[src/rtl/mc_ctrl_pkg.sv]
// Shared definitions for the multi-cycle MIPS control unit: state encodings,
// supported opcodes and the datapath mux/ALU select codes.
package mc_ctrl_pkg;

    typedef enum logic [3:0] {
        S_FETCH  = 4'd0,
        S_DECODE = 4'd1,
        S_MEMADR = 4'd2,
        S_MEMRD  = 4'd3,
        S_MEMWB  = 4'd4,
        S_MEMWR  = 4'd5,
        S_EXEC   = 4'd6,
        S_ALUWB  = 4'd7,
        S_BRANCH = 4'd8,
        S_ADDIEX = 4'd9,
        S_ADDIWB = 4'd10,
        S_JUMP   = 4'd11
    } state_t;

    localparam logic [5:0] OP_RTYPE = 6'b000000;
    localparam logic [5:0] OP_LW    = 6'b100011;
    localparam logic [5:0] OP_SW    = 6'b101011;
    localparam logic [5:0] OP_BEQ   = 6'b000100;
    localparam logic [5:0] OP_ADDI  = 6'b001000;
    localparam logic [5:0] OP_J     = 6'b000010;

    localparam logic [1:0] ALUOP_ADD   = 2'b00;
    localparam logic [1:0] ALUOP_SUB   = 2'b01;
    localparam logic [1:0] ALUOP_FUNCT = 2'b10;

    localparam logic [1:0] SRCB_REG     = 2'b00;
    localparam logic [1:0] SRCB_FOUR    = 2'b01;
    localparam logic [1:0] SRCB_IMM     = 2'b10;
    localparam logic [1:0] SRCB_IMM_SH2 = 2'b11;

    localparam logic [1:0] PCSRC_ALU    = 2'b00;
    localparam logic [1:0] PCSRC_ALUOUT = 2'b01;
    localparam logic [1:0] PCSRC_JUMP   = 2'b10;

    // States that hold a memory access open until mem_ready.
    function automatic logic is_mem_state(input state_t s);
        return (s == S_FETCH) || (s == S_MEMRD) || (s == S_MEMWR);
    endfunction

endpackage

[src/rtl/mc_wait_timer.sv]
// Memory watchdog: counts consecutive stalled cycles in a memory state and
// raises a sticky timeout once the count reaches WAIT_LIMIT.
module mc_wait_timer #(
    parameter int WAIT_LIMIT = 255
) (
    input  logic clk,
    input  logic reset,
    input  logic in_mem_state,
    input  logic entering,
    input  logic mem_ready,
    output logic timeout
);

    logic [7:0] r_count;
    logic       r_timeout;
    logic       w_stall;
    logic [8:0] w_count_inc;

    assign w_stall     = in_mem_state & ~mem_ready & ~entering;
    assign w_count_inc = {1'b0, r_count} + 9'd1;

    // Stall counter with saturation, plus the sticky flag. The flag sets on the
    // stalled cycle that brings the count to the limit, so a mem_ready in that
    // cycle completes the access instead.
    always_ff @(posedge clk or negedge reset) begin
        if (!reset) begin
            r_count   <= 8'd0;
            r_timeout <= 1'b0;
        end else begin
            if (entering || mem_ready) begin
                r_count <= 8'd0;
            end else if (w_stall && (r_count != 8'hFF)) begin
                r_count <= r_count + 8'd1;
            end
            if (w_stall && (w_count_inc >= 9'(WAIT_LIMIT))) begin
                r_timeout <= 1'b1;
            end
        end
    end

    assign timeout = r_timeout;

endmodule

[src/rtl/mc_control.sv]
// Multi-cycle MIPS main control: Moore FSM sequencing fetch/decode/execute/
// memory/write-back, with a mem_req/mem_ready handshake and memory watchdog.
module mc_control
    import mc_ctrl_pkg::*;
#(
    parameter int WAIT_LIMIT = 255
) (
    input  logic       clk,
    input  logic       reset,
    input  logic [5:0] op,
    input  logic       zero,
    input  logic       mem_ready,
    output logic       mem_req,
    output logic       IorD,
    output logic       IRWrite,
    output logic       PCWrite,
    output logic       Branch,
    output logic       MemWrite,
    output logic       RegWrite,
    output logic       RegDst,
    output logic       MemtoReg,
    output logic       ALUSrcA,
    output logic [1:0] ALUSrcB,
    output logic [1:0] ALUOp,
    output logic [1:0] PCSrc,
    output logic       illegal_op,
    output logic       mem_timeout,
    output logic [3:0] state_o
);

    state_t     r_state;
    state_t     w_state_next;
    logic       w_mem_req, w_ir_write, w_pc_write, w_branch, w_mem_write;
    logic       w_reg_write, w_illegal;
    logic       w_entering, w_in_mem;
    logic       w_unused;

    // zero only qualifies Branch inside the datapath.
    assign w_unused = zero;

    // State register; reset abandons any instruction in flight.
    always_ff @(posedge clk or negedge reset) begin
        if (!reset) r_state <= S_FETCH;
        else        r_state <= w_state_next;
    end

    // Next-state and Moore outputs (FETCH enables are mem_ready-qualified).
    always_comb begin
        w_state_next = S_FETCH;
        w_mem_req    = 1'b0;
        w_ir_write   = 1'b0;
        w_pc_write   = 1'b0;
        w_branch     = 1'b0;
        w_mem_write  = 1'b0;
        w_reg_write  = 1'b0;
        w_illegal    = 1'b0;
        IorD         = 1'b0;
        RegDst       = 1'b0;
        MemtoReg     = 1'b0;
        ALUSrcA      = 1'b0;
        ALUSrcB      = SRCB_REG;
        ALUOp        = ALUOP_ADD;
        PCSrc        = PCSRC_ALU;
        case (r_state)
            S_FETCH: begin
                w_mem_req    = 1'b1;
                ALUSrcB      = SRCB_FOUR;
                w_ir_write   = mem_ready;
                w_pc_write   = mem_ready;
                w_state_next = mem_ready ? S_DECODE : S_FETCH;
            end
            S_DECODE: begin
                ALUSrcB = SRCB_IMM_SH2;
                case (op)
                    OP_RTYPE:     w_state_next = S_EXEC;
                    OP_LW, OP_SW: w_state_next = S_MEMADR;
                    OP_BEQ:       w_state_next = S_BRANCH;
                    OP_ADDI:      w_state_next = S_ADDIEX;
                    OP_J:         w_state_next = S_JUMP;
                    default: begin
                        w_illegal    = 1'b1;
                        w_state_next = S_FETCH;
                    end
                endcase
            end
            S_MEMADR: begin
                ALUSrcA      = 1'b1;
                ALUSrcB      = SRCB_IMM;
                w_state_next = (op == OP_LW) ? S_MEMRD : S_MEMWR;
            end
            S_MEMRD: begin
                w_mem_req    = 1'b1;
                IorD         = 1'b1;
                w_state_next = mem_ready ? S_MEMWB : S_MEMRD;
            end
            S_MEMWB: begin
                w_reg_write = 1'b1;
                MemtoReg    = 1'b1;
            end
            S_MEMWR: begin
                w_mem_req    = 1'b1;
                IorD         = 1'b1;
                w_mem_write  = 1'b1;
                w_state_next = mem_ready ? S_FETCH : S_MEMWR;
            end
            S_EXEC: begin
                ALUSrcA      = 1'b1;
                ALUSrcB      = SRCB_REG;
                ALUOp        = ALUOP_FUNCT;
                w_state_next = S_ALUWB;
            end
            S_ALUWB: begin
                w_reg_write = 1'b1;
                RegDst      = 1'b1;
            end
            S_BRANCH: begin
                ALUSrcA  = 1'b1;
                ALUSrcB  = SRCB_REG;
                ALUOp    = ALUOP_SUB;
                PCSrc    = PCSRC_ALUOUT;
                w_branch = 1'b1;
            end
            S_ADDIEX: begin
                ALUSrcA      = 1'b1;
                ALUSrcB      = SRCB_IMM;
                w_state_next = S_ADDIWB;
            end
            S_ADDIWB: begin
                w_reg_write = 1'b1;
            end
            S_JUMP: begin
                w_pc_write = 1'b1;
                PCSrc      = PCSRC_JUMP;
            end
            default: w_state_next = S_FETCH;
        endcase
    end

    // Strobes are forced low while reset is held; selects follow FETCH.
    assign mem_req    = w_mem_req   & reset;
    assign IRWrite    = w_ir_write  & reset;
    assign PCWrite    = w_pc_write  & reset;
    assign Branch     = w_branch    & reset;
    assign MemWrite   = w_mem_write & reset;
    assign RegWrite   = w_reg_write & reset;
    assign illegal_op = w_illegal   & reset;
    assign state_o    = r_state;

    assign w_in_mem   = is_mem_state(r_state);
    assign w_entering = is_mem_state(w_state_next) && (w_state_next != r_state);

    mc_wait_timer #(
        .WAIT_LIMIT(WAIT_LIMIT)
    ) u_wait_timer (
        .clk          (clk),
        .reset        (reset),
        .in_mem_state (w_in_mem),
        .entering     (w_entering),
        .mem_ready    (mem_ready),
        .timeout      (mem_timeout)
    );

endmodule

[config.mk]
export PLATFORM = sky130hd
export DESIGN_NAME = mc_control
export DESIGN_NICKNAME = d
export VERILOG_FILES = /design/src/rtl/mc_ctrl_pkg.sv /design/src/rtl/mc_wait_timer.sv /design/src/rtl/mc_control.sv
export SDC_FILE = /design/constraint.sdc
export NUM_CORES = 1
export LEC_CHECK = 0
export BUFFER_PORTS_ARGS = -buffer_cell sky130_fd_sc_hd__buf_2
export CAP_MARGIN = 20
export CORE_MARGIN = 2
export CORE_UTILIZATION = 55
export CTS_BUF_LIST = sky130_fd_sc_hd__clkbuf_2 sky130_fd_sc_hd__clkbuf_4 sky130_fd_sc_hd__clkbuf_8
export CTS_CLUSTER_DIAMETER = 150
export DETAILED_ROUTE_END_ITERATION = 10
export PLACE_DENSITY = 0.84
export SYNTH_ARGS = -nofsm -noshare
export SYNTH_HDL_FRONTEND = slang
export SYNTH_HIERARCHICAL = 1
export SYNTH_SLANG_ARGS = --single-unit
export TNS_END_PERCENT = 5
[constraint.sdc]
create_clock -name clk -period 2.86 [get_ports clk]
set_clock_uncertainty 0.1 [all_clocks]
set_input_delay 0.143 -clock clk [delete_from_list [all_inputs] [get_ports clk]]
set_output_delay 0.143 -clock clk [all_outputs]
set_load 0.02 [all_outputs]
# After elaboration in Yosys (flattened, before gate mapping)
# Cells that the tools add are included.
# word_totals
reg_bits,13
output_inout_bits,22
word_cells,79
# op_classes
n_addsub,2
order_cmp,1
n_eq_ne,20
n_mux,23
bitwise_logic,11
n_reduce_logical,19
# op_table
cell,count
$pmux W4 S7,1
$eq A4 B3 Y1 const B,5
$pmux W4 S5,1
$eq A4 B4 Y1 const B,4
$mux W8,2
$eq A4 B2 Y1 const B,3
$eq A6 B6 Y1 const B,2
$mux W1,12
$add A8 B1 Y9 const B,1
$and A1 B1 Y1,9
$ge A9 B8 Y1 const B,1
$mux W3,3
$add A8 B1 Y8 const B,1
$logic_not A4 Y1,2
$ne A8 B8 Y1 const B,1
$pmux W2 S2,2
$eq A6 B2 Y1 const B,1
$eq A6 B3 Y1 const B,1
$eq A6 B4 Y1 const B,1
$logic_not A6 Y1,1
$pmux W2 S3,1
$reduce_or A2 Y1,3
$reduce_or A3 Y1,2
$reduce_or A6 Y1,1
8 further kinds,15

# Logic depth before layout (Yosys ltp)
# Gate-level depths: netlist of run 1.
# logic_depth
ltp_word,13
depth_mapped,11
mapped_depth_nobuf,9

# Hierarchy
# Netlist of run 1, hierarchy kept.
# modules_own_cells
module,n_inst,cells_each,area_per_inst_um2
mc_control,1,95,678.2
mc_wait_timer,1,65,606.8

# Least setup slack after synthesis of run 1
# No wires, ideal clock.
# synth_timing
kind,register to register
start,reg r_state[0] (netlist: state_o[0])
end,reg u_wait_timer.r_count[6]
arrival_ns,2.131
setup_slack_ns,0.543
stages_incl_launch_ff,9
period_less_slack_ns,2.317
cell_sequence,dfrtp_1 -> nand2b_4 -> or2_1 -> o2111a_1 -> a211o_1 -> a31o_1 -> or2_2 -> clkbuf_1 -> nor3_1
# synth_via
elab_chain_len,10
word_cells_on_any_way,24
classes_between,eq/ne: 9; mux: 2; bitwise: 3; reduce/logical: 10
# synth_lines
item,line,text
"start, declared",mc_control.sv:31,state_t r_state;
"start signal, assigned",mc_control.sv:44,else r_state <= w_state_next;
$eq A4 B4 Y1 (tied with other cells),mc_control.sv:64,case (r_state)
$pmux W4 S7,mc_control.sv:64,
$eq A4 B2 Y1 or $logic_not A4 Y1 (tied branches),mc_ctrl_pkg.sv:42,return (s == S_FETCH) || (s == S_MEMRD) || (s == S_MEMWR);
$logic_or A1 B1 Y1 (2 in series),mc_ctrl_pkg.sv:42,
$logic_and A1 B1 Y1 (*),mc_control.sv:150,assign w_entering = is_mem_state(w_state_next) && (w_state_next != r_state);
named net w_entering,mc_control.sv:35,"logic w_entering, w_in_mem;"
$not A1 Y1,mc_wait_timer.sv:19,assign w_stall = in_mem_state & ~mem_ready & ~entering;
$and A1 B1 Y1,mc_wait_timer.sv:19,
$logic_and A1 B1 Y1,mc_wait_timer.sv:32,end else if (w_stall && (r_count != 8'hFF)) begin
$reduce_bool A2 Y1 (no source line),-,
"end signal, assigned",mc_wait_timer.sv:33,r_count <= r_count + 8'd1;
"end, declared",mc_wait_timer.sv:14,logic [7:0] r_count;
# Mark *: on every way through the listed nets, which the timed path passes. The rest lies on a longest branch.
# A chain may end at the register's enable or synchronous reset.

# Final worst setup path of run 1
# layout_timing
start,reg r_state[3] (netlist: state_o[3])
end,reg u_wait_timer.r_timeout (netlist: u_wait_timer/timeout)
# layout_via
elab_chain_len,9
word_cells_on_any_way,21
classes_between,eq/ne: 9; mux: 1; bitwise: 3; reduce/logical: 8
# layout_lines
item,line,text
$eq A4 B4 Y1 (tied with other cells),mc_control.sv:64,
$pmux W4 S7,mc_control.sv:64,
$eq A4 B2 Y1 or $logic_not A4 Y1 (tied branches),mc_ctrl_pkg.sv:42,
$logic_or A1 B1 Y1 (2 in series),mc_ctrl_pkg.sv:42,
$logic_and A1 B1 Y1 (*),mc_control.sv:150,
named net w_entering,mc_control.sv:35,
$not A1 Y1 (*),mc_wait_timer.sv:19,
$and A1 B1 Y1 (*),mc_wait_timer.sv:19,
$logic_and A1 B1 Y1 (*),mc_wait_timer.sv:35,if (w_stall && (w_count_inc >= 9'(WAIT_LIMIT))) begin
"end signal, assigned",mc_wait_timer.sv:28,r_timeout <= 1'b0;
"end signal, assigned",mc_wait_timer.sv:36,r_timeout <= 1'b1;
"end, declared",mc_wait_timer.sv:15,logic r_timeout;
# Marks and branches as above.

==> impl_results.md, run 1 <==
* # port buffers at 30
* CTS tree: yes
* DRT Pass-1 Iters at 4
* Normalized max-slew margin at 0.5789
* Status: finished clean
* DIE AREA at 2739 µm²
* Via density per instance at 6.112
* Commonest non-fill, non-tap cell in the layout: buf_2
* Clock buffer count from CTS at 3
* Initial antenna violation count at 0
* Slew Viols, Final at 0
* Internal at 0.0003629 W
* Yosys warning count at 6
* Final Hold Fails at 0
* Final HPWL DP at 2201 µm
* Switch share at 0.4126
* Post-cts sizing count at 0
* Post-placement setup slack at 0.3830 ns
* Max IR drop VDD at 0.2936 mV
* Maximum root-to-sink buffer count at 2
* Vias in the first global route at 1156
* Synth top area cells: dfrtp_1 25%, nor2_1 6.7%, nor3_1 5.1%
* Gate power share at 0.396
* Clk sink count at 13
* Overall routing resource usage at 0.2349
* Cell area after layout at 1460 µm²
* Grt total ovfl at 0
* Antenna-violating nets left at 0
* Die H at 52.34 µm
* Max Clock Freq at 399.5 MHz
* PnR worst setup slack at 0.3571 ns
* Hold buffer count at CTS at 1
* Pleak at 0.6375 nW
* Register area share after synthesis at 0.2532
* CP arrival at 2.61 ns
* Metal2 WL at 1350 µm
* Worst-path clk slew at 0.08 ns
* Cells after synthesis at 160
* Pwr dens at 423.1 nW/µm²
* Starting Density at 0.5809
* Die width at 52.34 µm
* Tcrit/Tclk final at 0.8751
* Endpoint class of the critical path: register
* Setup bufs post-CTS at 0
* Synth async-reset ratio at 1.000
* Cell Area, Placed at 1420 µm²
* Flop pwr share at 0.393
* Synth-to-layout area growth at 13.63%
* Top cell type's share of synthesized area at 0.2532
* Ant diodes at 0
* CP startpoint kind: register
* Largest net degree at the start of global routing at 22
* Synthesized area per cell at 8.031 µm²
* Clk_lat worst skew at 0.29 ns
* First-pass GRT wire length at 4802 µm
* Most used DFF post-synth: dfrtp_1
* Flop and latch count out of synthesis at 13
* Number of setup violations in the final report at 0
* Core Footprint at 2212 µm²
* Post-synth EDFFs at 0
* WL per Instance at 13.91 µm
* DRC at 0
* Setup TNS at 0 ns
* Max-Cap Viols at 0
* Htree depth at 1
* Layout cells sized above 1 at 0.2742
* Slew @ Worst Pin at 0.6316 ns
* 1st-iter DRT viols at 50
* I/O pins at 32
* # nets final at 199
* Synth cell types at 58
* Syn Nets at 172
* CP Data Required Time at 2.96 ns
* Max Used Layer: met4
* Hold Path Class: in -> reg
* RSZ-0062 raised after global routing: no
* Routed wl met3 at 167 µm
* Row cnt at 17
* Final Critical Period at 2.503 ns
* Crit path kind: reg -> reg
* Most frequent cells in the layout: 30 x buf_2, 23 x nor2_1, 13 x nor3_1, 13 x dfrtp_1, 8 x a21oi_1
* Critical path peak fanout at 21
* M1 WL at 1397 µm
* Clk network pwr share at 0.211
* Overall routed net length at 2977 µm
* Vias at 1308
* GP Congestion at 0.8727
* Netlist Area Pre-Place at 1285 µm²
* Clk root buf: clkbuf_4
* Post-synth top area cell: dfrtp_1
* Sw power at 0.0002549 W
per-stage QoR:
stage | power (W) | util | hold slack (ns) | std cells
after global placement | 0.0004777 | 0.6420 | -0.03727 | 209
after global routing | 0.0006574 | 0.6601 | 0.1718 | 214
final | 0.0006178 | 0.6601 | 0.1555 | 214
after CTS | 0.0006184 | 0.6601 | 0.1492 | 214
after floorplan | 0.0004252 | - | -0.2526 | 160
after detailed placement | 0.0004876 | 0.6420 | -0.03231 | 209
cells in the mapped netlist, types with 2 or more instances:
cell and n:
o2111ai_1 3, nand3_1 3, ha_1 2, nand2b_1 3, o21a_1 2, a31oi_1 4, nand3b_1 3, dfrtp_1 13
o21ai_0 5, xnor2_1 3, nor2_1 23, nor4_1 2, xor2_1 6, nor3_1 13, a211oi_1 4, nor2b_1 3
nand2_1 6, nand4b_1 2, and3_1 2, a21oi_1 8, inv_1 5, o211ai_1 2, nor3b_2 2, buf_4 2
buf_2 6
path summary, 6_finish.rpt:
kind	start	end	slack, ns	cells past startpoint
setup / recovery	state_o[3]$_DFF_PN0_	u_wait_timer/timeout$_DFFE_PN0P_	0.36	9
min in group asynchronous	reset	u_wait_timer/r_count[7]$_DFFE_PN0P_	0.18	2
hold / removal	op[1]	state_o[3]$_DFF_PN0_	0.16	3
setup reg to reg	state_o[3]$_DFF_PN0_	u_wait_timer/timeout$_DFFE_PN0P_	0.36	9
max in group asynchronous	reset	state_o[3]$_DFF_PN0_	2.22	2
hold reg to reg	u_wait_timer/timeout$_DFFE_PN0P_	u_wait_timer/timeout$_DFFE_PN0P_	0.38	2
state kept, by name (all words and copies together), names as in the netlist:
register,count
state_o,4
u_wait_timer/r_count,8
u_wait_timer/timeout,1
cell type report:
type	count	area, µm²
inverter	6	22.52
clock buffer	4	30.03
timing repair buffer	33	175.2
sequential	13	325.3
fill	188	752.0
tap	28	35.03
multi-input combinational	130	872.1
critical path, stage by stage, from the launching register on:
cell and delay (ns):
dfrtp_1 0.75, nor2b_1 0.28, o211ai_2 0.11, o2111a_1 0.15, a211o_1 0.22, a31o_1 0.19, nor2_1 0.13, and3_1 0.17
o221ai_1 0.11, o31ai_1 0.20
cell families after synthesis:
logic type	Yosys count	share of synthesized area
xor gates and xnor gates	9	0.06135
buffers and inverters	17	0.06815
DFF	13	0.2532
and+or+nand+nor	78	0.3622
muxes	1	0.008763
adders and majority gates	2	0.01947
AOI/OAI and AO/OA	40	0.2269
layer usage:
| metal | up-vias | track usage |
|---|---|---|
| li1 | 641 | - |
| met1 | 611 | 0.2888 |
| met2 | 47 | 0.3875 |
| met3 | 9 | 0.04286 |
| met4 | 0 | 0.1239 |
| met5 | - | 0 |
power by group through the flow:
stage | Sequential [W] | Clock, W | Combinational, W
3_5_place_dp | 0.000246 | 0 | 0.000241
2_1_floorplan | 0.000229 | 0 | 0.000196
6_report | 0.000243 | 0.000130 | 0.000245
5_1_grt | 0.000248 | 0.000142 | 0.000268
4_1_cts | 0.000243 | 0.000132 | 0.000244
3_3_place_gp | 0.000243 | 0 | 0.000234
(Power assumes the default switching activity.)
==> run 2: changes to the inputs <==
--- a/config.mk
+++ b/config.mk
@@ -8,11 +8,11 @@
 export BUFFER_PORTS_ARGS = -buffer_cell sky130_fd_sc_hd__buf_2
 export CAP_MARGIN = 20
 export CORE_MARGIN = 2
-export CORE_UTILIZATION = 55
+export CORE_UTILIZATION = 50
 export CTS_BUF_LIST = sky130_fd_sc_hd__clkbuf_2 sky130_fd_sc_hd__clkbuf_4 sky130_fd_sc_hd__clkbuf_8
 export CTS_CLUSTER_DIAMETER = 150
 export DETAILED_ROUTE_END_ITERATION = 10
-export PLACE_DENSITY = 0.84
+export PLACE_DENSITY = 0.78
 export SYNTH_ARGS = -nofsm -noshare
 export SYNTH_HDL_FRONTEND = slang
 export SYNTH_HIERARCHICAL = 1
==> run 2 against run 1 <==
Register-to-register slack got worse by 0.09 ns. Sequential cell count unchanged. Power decreased by 1.3%. Global-route usage decreased by 1.6 points. Highest routed layer unchanged. Largest power group unchanged. Final area increased by 0.69%. Via count increased by 0.23%.
==> impl_results.md, run 2 (synthesis results as in run 1) <==
* Status: finished clean
* # port buffers at 30 (unchanged)
* Commonest non-fill, non-tap cell in the layout: buf_2
* RSZ-0062 raised after global routing: no
* Largest net degree at the start of global routing at 21 (-4.5%)
* Hold depth at 4 (+1)
* PnR worst setup slack at 0.2627 ns (-0.09438 ns)
* Clock buffer count from CTS at 3 (unchanged)
* Vias in the first global route at 1084 (-6.2%)
* Vias at 1311 (+0.23%)
* First-pass GRT wire length at 4857 µm (+1.1%)
* WHS Endpoint: state_o[0]$_DFF_PN0_
* Final HPWL DP at 2231 µm (+1.4%)
* CP Data Required Time at 2.92 ns (-0.04 ns)
* Final Hold Fails at 0 (unchanged)
* Final Critical Period at 2.597 ns (+0.09438 ns)
* Worst Reg2Reg Path Length in Cells at 10 (+1)
* Worst r2r dst: u_wait_timer/timeout$_DFFE_PN0P_
* Synth-to-layout area growth at 14.41%
* CP arrival at 2.66 ns (+0.05 ns)
* Fill cells at 223 (+19%)
* # nets final at 200 (+0.50%)
* Min-delay src: op[0]
* Row cnt at 18 (+1)
* CP max stage delay at 0.60 ns (-0.15 ns)
* Worst setup startpoint: state_o[1]$_DFF_PN0_
* Crit path kind: reg -> reg
* Overall routing resource usage at 0.2189 (-0.01608)
* Grt total ovfl at 0 (unchanged)
* Clk sink count at 13 (unchanged)
* DRT Pass-1 Iters at 4 (unchanged)
* Setup TNS at 0 ns (unchanged)
* Number of setup violations in the final report at 0 (unchanged)
* Pwr dens at 414.9 nW/µm² (-1.9%)
* Layout cells sized above 1 at 0.2781 (+0.003881)
* Slowest cell on the critical path: dfrtp_1
* Via density per instance at 6.041 (-1.2%)
* Htree depth at 1 (unchanged)
* Die width at 54.70 µm (+4.5%)
* Placed Cells at 212 (+1.4%)
* Non-Filler Instances at 217 (+1.4%)
* Reg-to-Reg Start: state_o[1]$_DFF_PN0_
* Clk root buf: clkbuf_4
* Maximum root-to-sink buffer count at 2 (unchanged)
* Normalized max-slew margin at 0.5998 (+0.02093)
* Pleak at 0.6429 nW (+0.85%)
* Antenna-violating nets left at 0 (unchanged)
* GP Congestion at 0.9147 (+4.8%)
* Worst-path clk slew at 0.09 ns (about the same)
* Slew Viols, Final at 0 (unchanged)
* Crit-path cells: buf_4, inv_2, o31a_1, a31oi_2, nor2_1, a31o_1, nor2_1, and3_1, o221ai_1, o31ai_1
* CTS tree: yes
* Post-placement setup slack at 0.3893 ns (+0.006331 ns)
* Most frequent cells in the layout: 30 x buf_2, 23 x nor2_1, 13 x nor3_1, 13 x dfrtp_1, 8 x a21oi_1
* Die H at 54.70 µm (+4.5%)
* Slew @ Worst Pin at 0.6002 ns (-0.03140 ns)
* Endpoint class of the critical path: register
* Max FFs per register at 8 (unchanged)
* I/O pins at 32 (unchanged)
* DIE AREA at 2992 µm² (+9.2%)
* Critical path peak fanout at 13 (-38%)
* Core Footprint at 2455 µm² (+11%)
* Max Clock Freq at 385.0 MHz (-3.6%)
* CP startpoint kind: register
* Tcrit/Tclk final at 0.9081 (+0.03300)
* Initial antenna violation count at 0 (unchanged)
* Layout Utilization at 0.5989 (-0.06119)
* Max-Cap Viols at 0 (unchanged)
* Clk_lat worst skew at 0.27 ns (-0.02 ns)
* Ant diodes at 0 (unchanged)
* Max IR drop VDD at 0.2586 mV (-12%)
* Starting Density at 0.5234 (-0.05744)
* WL per Instance at 14.00 µm (+0.61%)
* Worst hold margin at 0.1822 ns (+0.02677 ns)
* Post-cts sizing count at 0 (unchanged)
* Hold Path Class: in -> reg
* 1st-iter DRT viols at 30 (-40%)
* Overall routed net length at 3037 µm (+2.0%)
* CP most frequent cell: nor2_1
* Biggest register: u_wait_timer/r_count
* DRC at 0 (unchanged)
* Reg2Reg Setup Slack at 0.26 ns (-0.09 ns)
==> run 2: critical path, delay by kind of cell (launching register included) <==
family,cells,cell delay [ns]
AOI/OAI and AO/OA,5,1.10
buffers and inverters,2,0.32
DFF,1,0.60
and+or+nand+nor,3,0.38
==> run 2: routing by layer <==
layer	global-route usage	routed length [µm]
met1	0.2889	1438
met2	0.3571	1392
met3	0.04098	174
met4	0.07083	31
met5	0	0
==> run 2: report_power, final <==
part	total, W	switching, W	internal, W
registers	0.000238	0.0000371	0.000201
logic	0.000251	0.000152	0.0000988
clock network	0.000121	0.0000579	0.0000633
total	0.000610	0.000247	0.000363
==> run 2: final cells by class <==
class / instances / area, µm² / area share
Multi-Input combinational cell: 130 / 872.1 / 0.5932
Sequential cell: 13 / 325.3 / 0.2213
Tap cell: 30 / 37.54 / 0.02553
Inverter: 6 / 22.52 / 0.01532
Timing Repair Buffer: 34 / 182.7 / 0.1243
Clock buffer: 4 / 30.03 / 0.02043
==> run 2: stage by stage <==
stage                     area [µm²]  total power (W)
after global placement          1430        0.0004808
after floorplan                 1285        0.0004252
after CTS                       1470        0.0006126
after global routing            1470        0.0006509
after detailed placement        1430        0.0004900
final                           1470        0.0006100
==> run 2: worst max-delay path by stage <==
stage / to / slack [ns] / cells past startpoint
finish: u_wait_timer/timeout$_DFFE_PN0P_ / 0.26 / 10
CTS: u_wait_timer/timeout$_DFFE_PN0P_ / 0.27 / 10
global route: u_wait_timer/timeout$_DFFE_PN0P_ / 0.09 / 9
floorplan: u_wait_timer/r_count[6]$_DFFE_PN0P_ / 0.54 / 8
global placement: u_wait_timer/timeout$_DFFE_PN0P_ / 0.43 / 10
detailed placement: u_wait_timer/timeout$_DFFE_PN0P_ / 0.39 / 10
==> run 2: what timing repair did <==
action	4_1_cts	5_1_grt
setup buffers	0	0
hold buffers	1	0
endpoints found under the hold margin	13	0
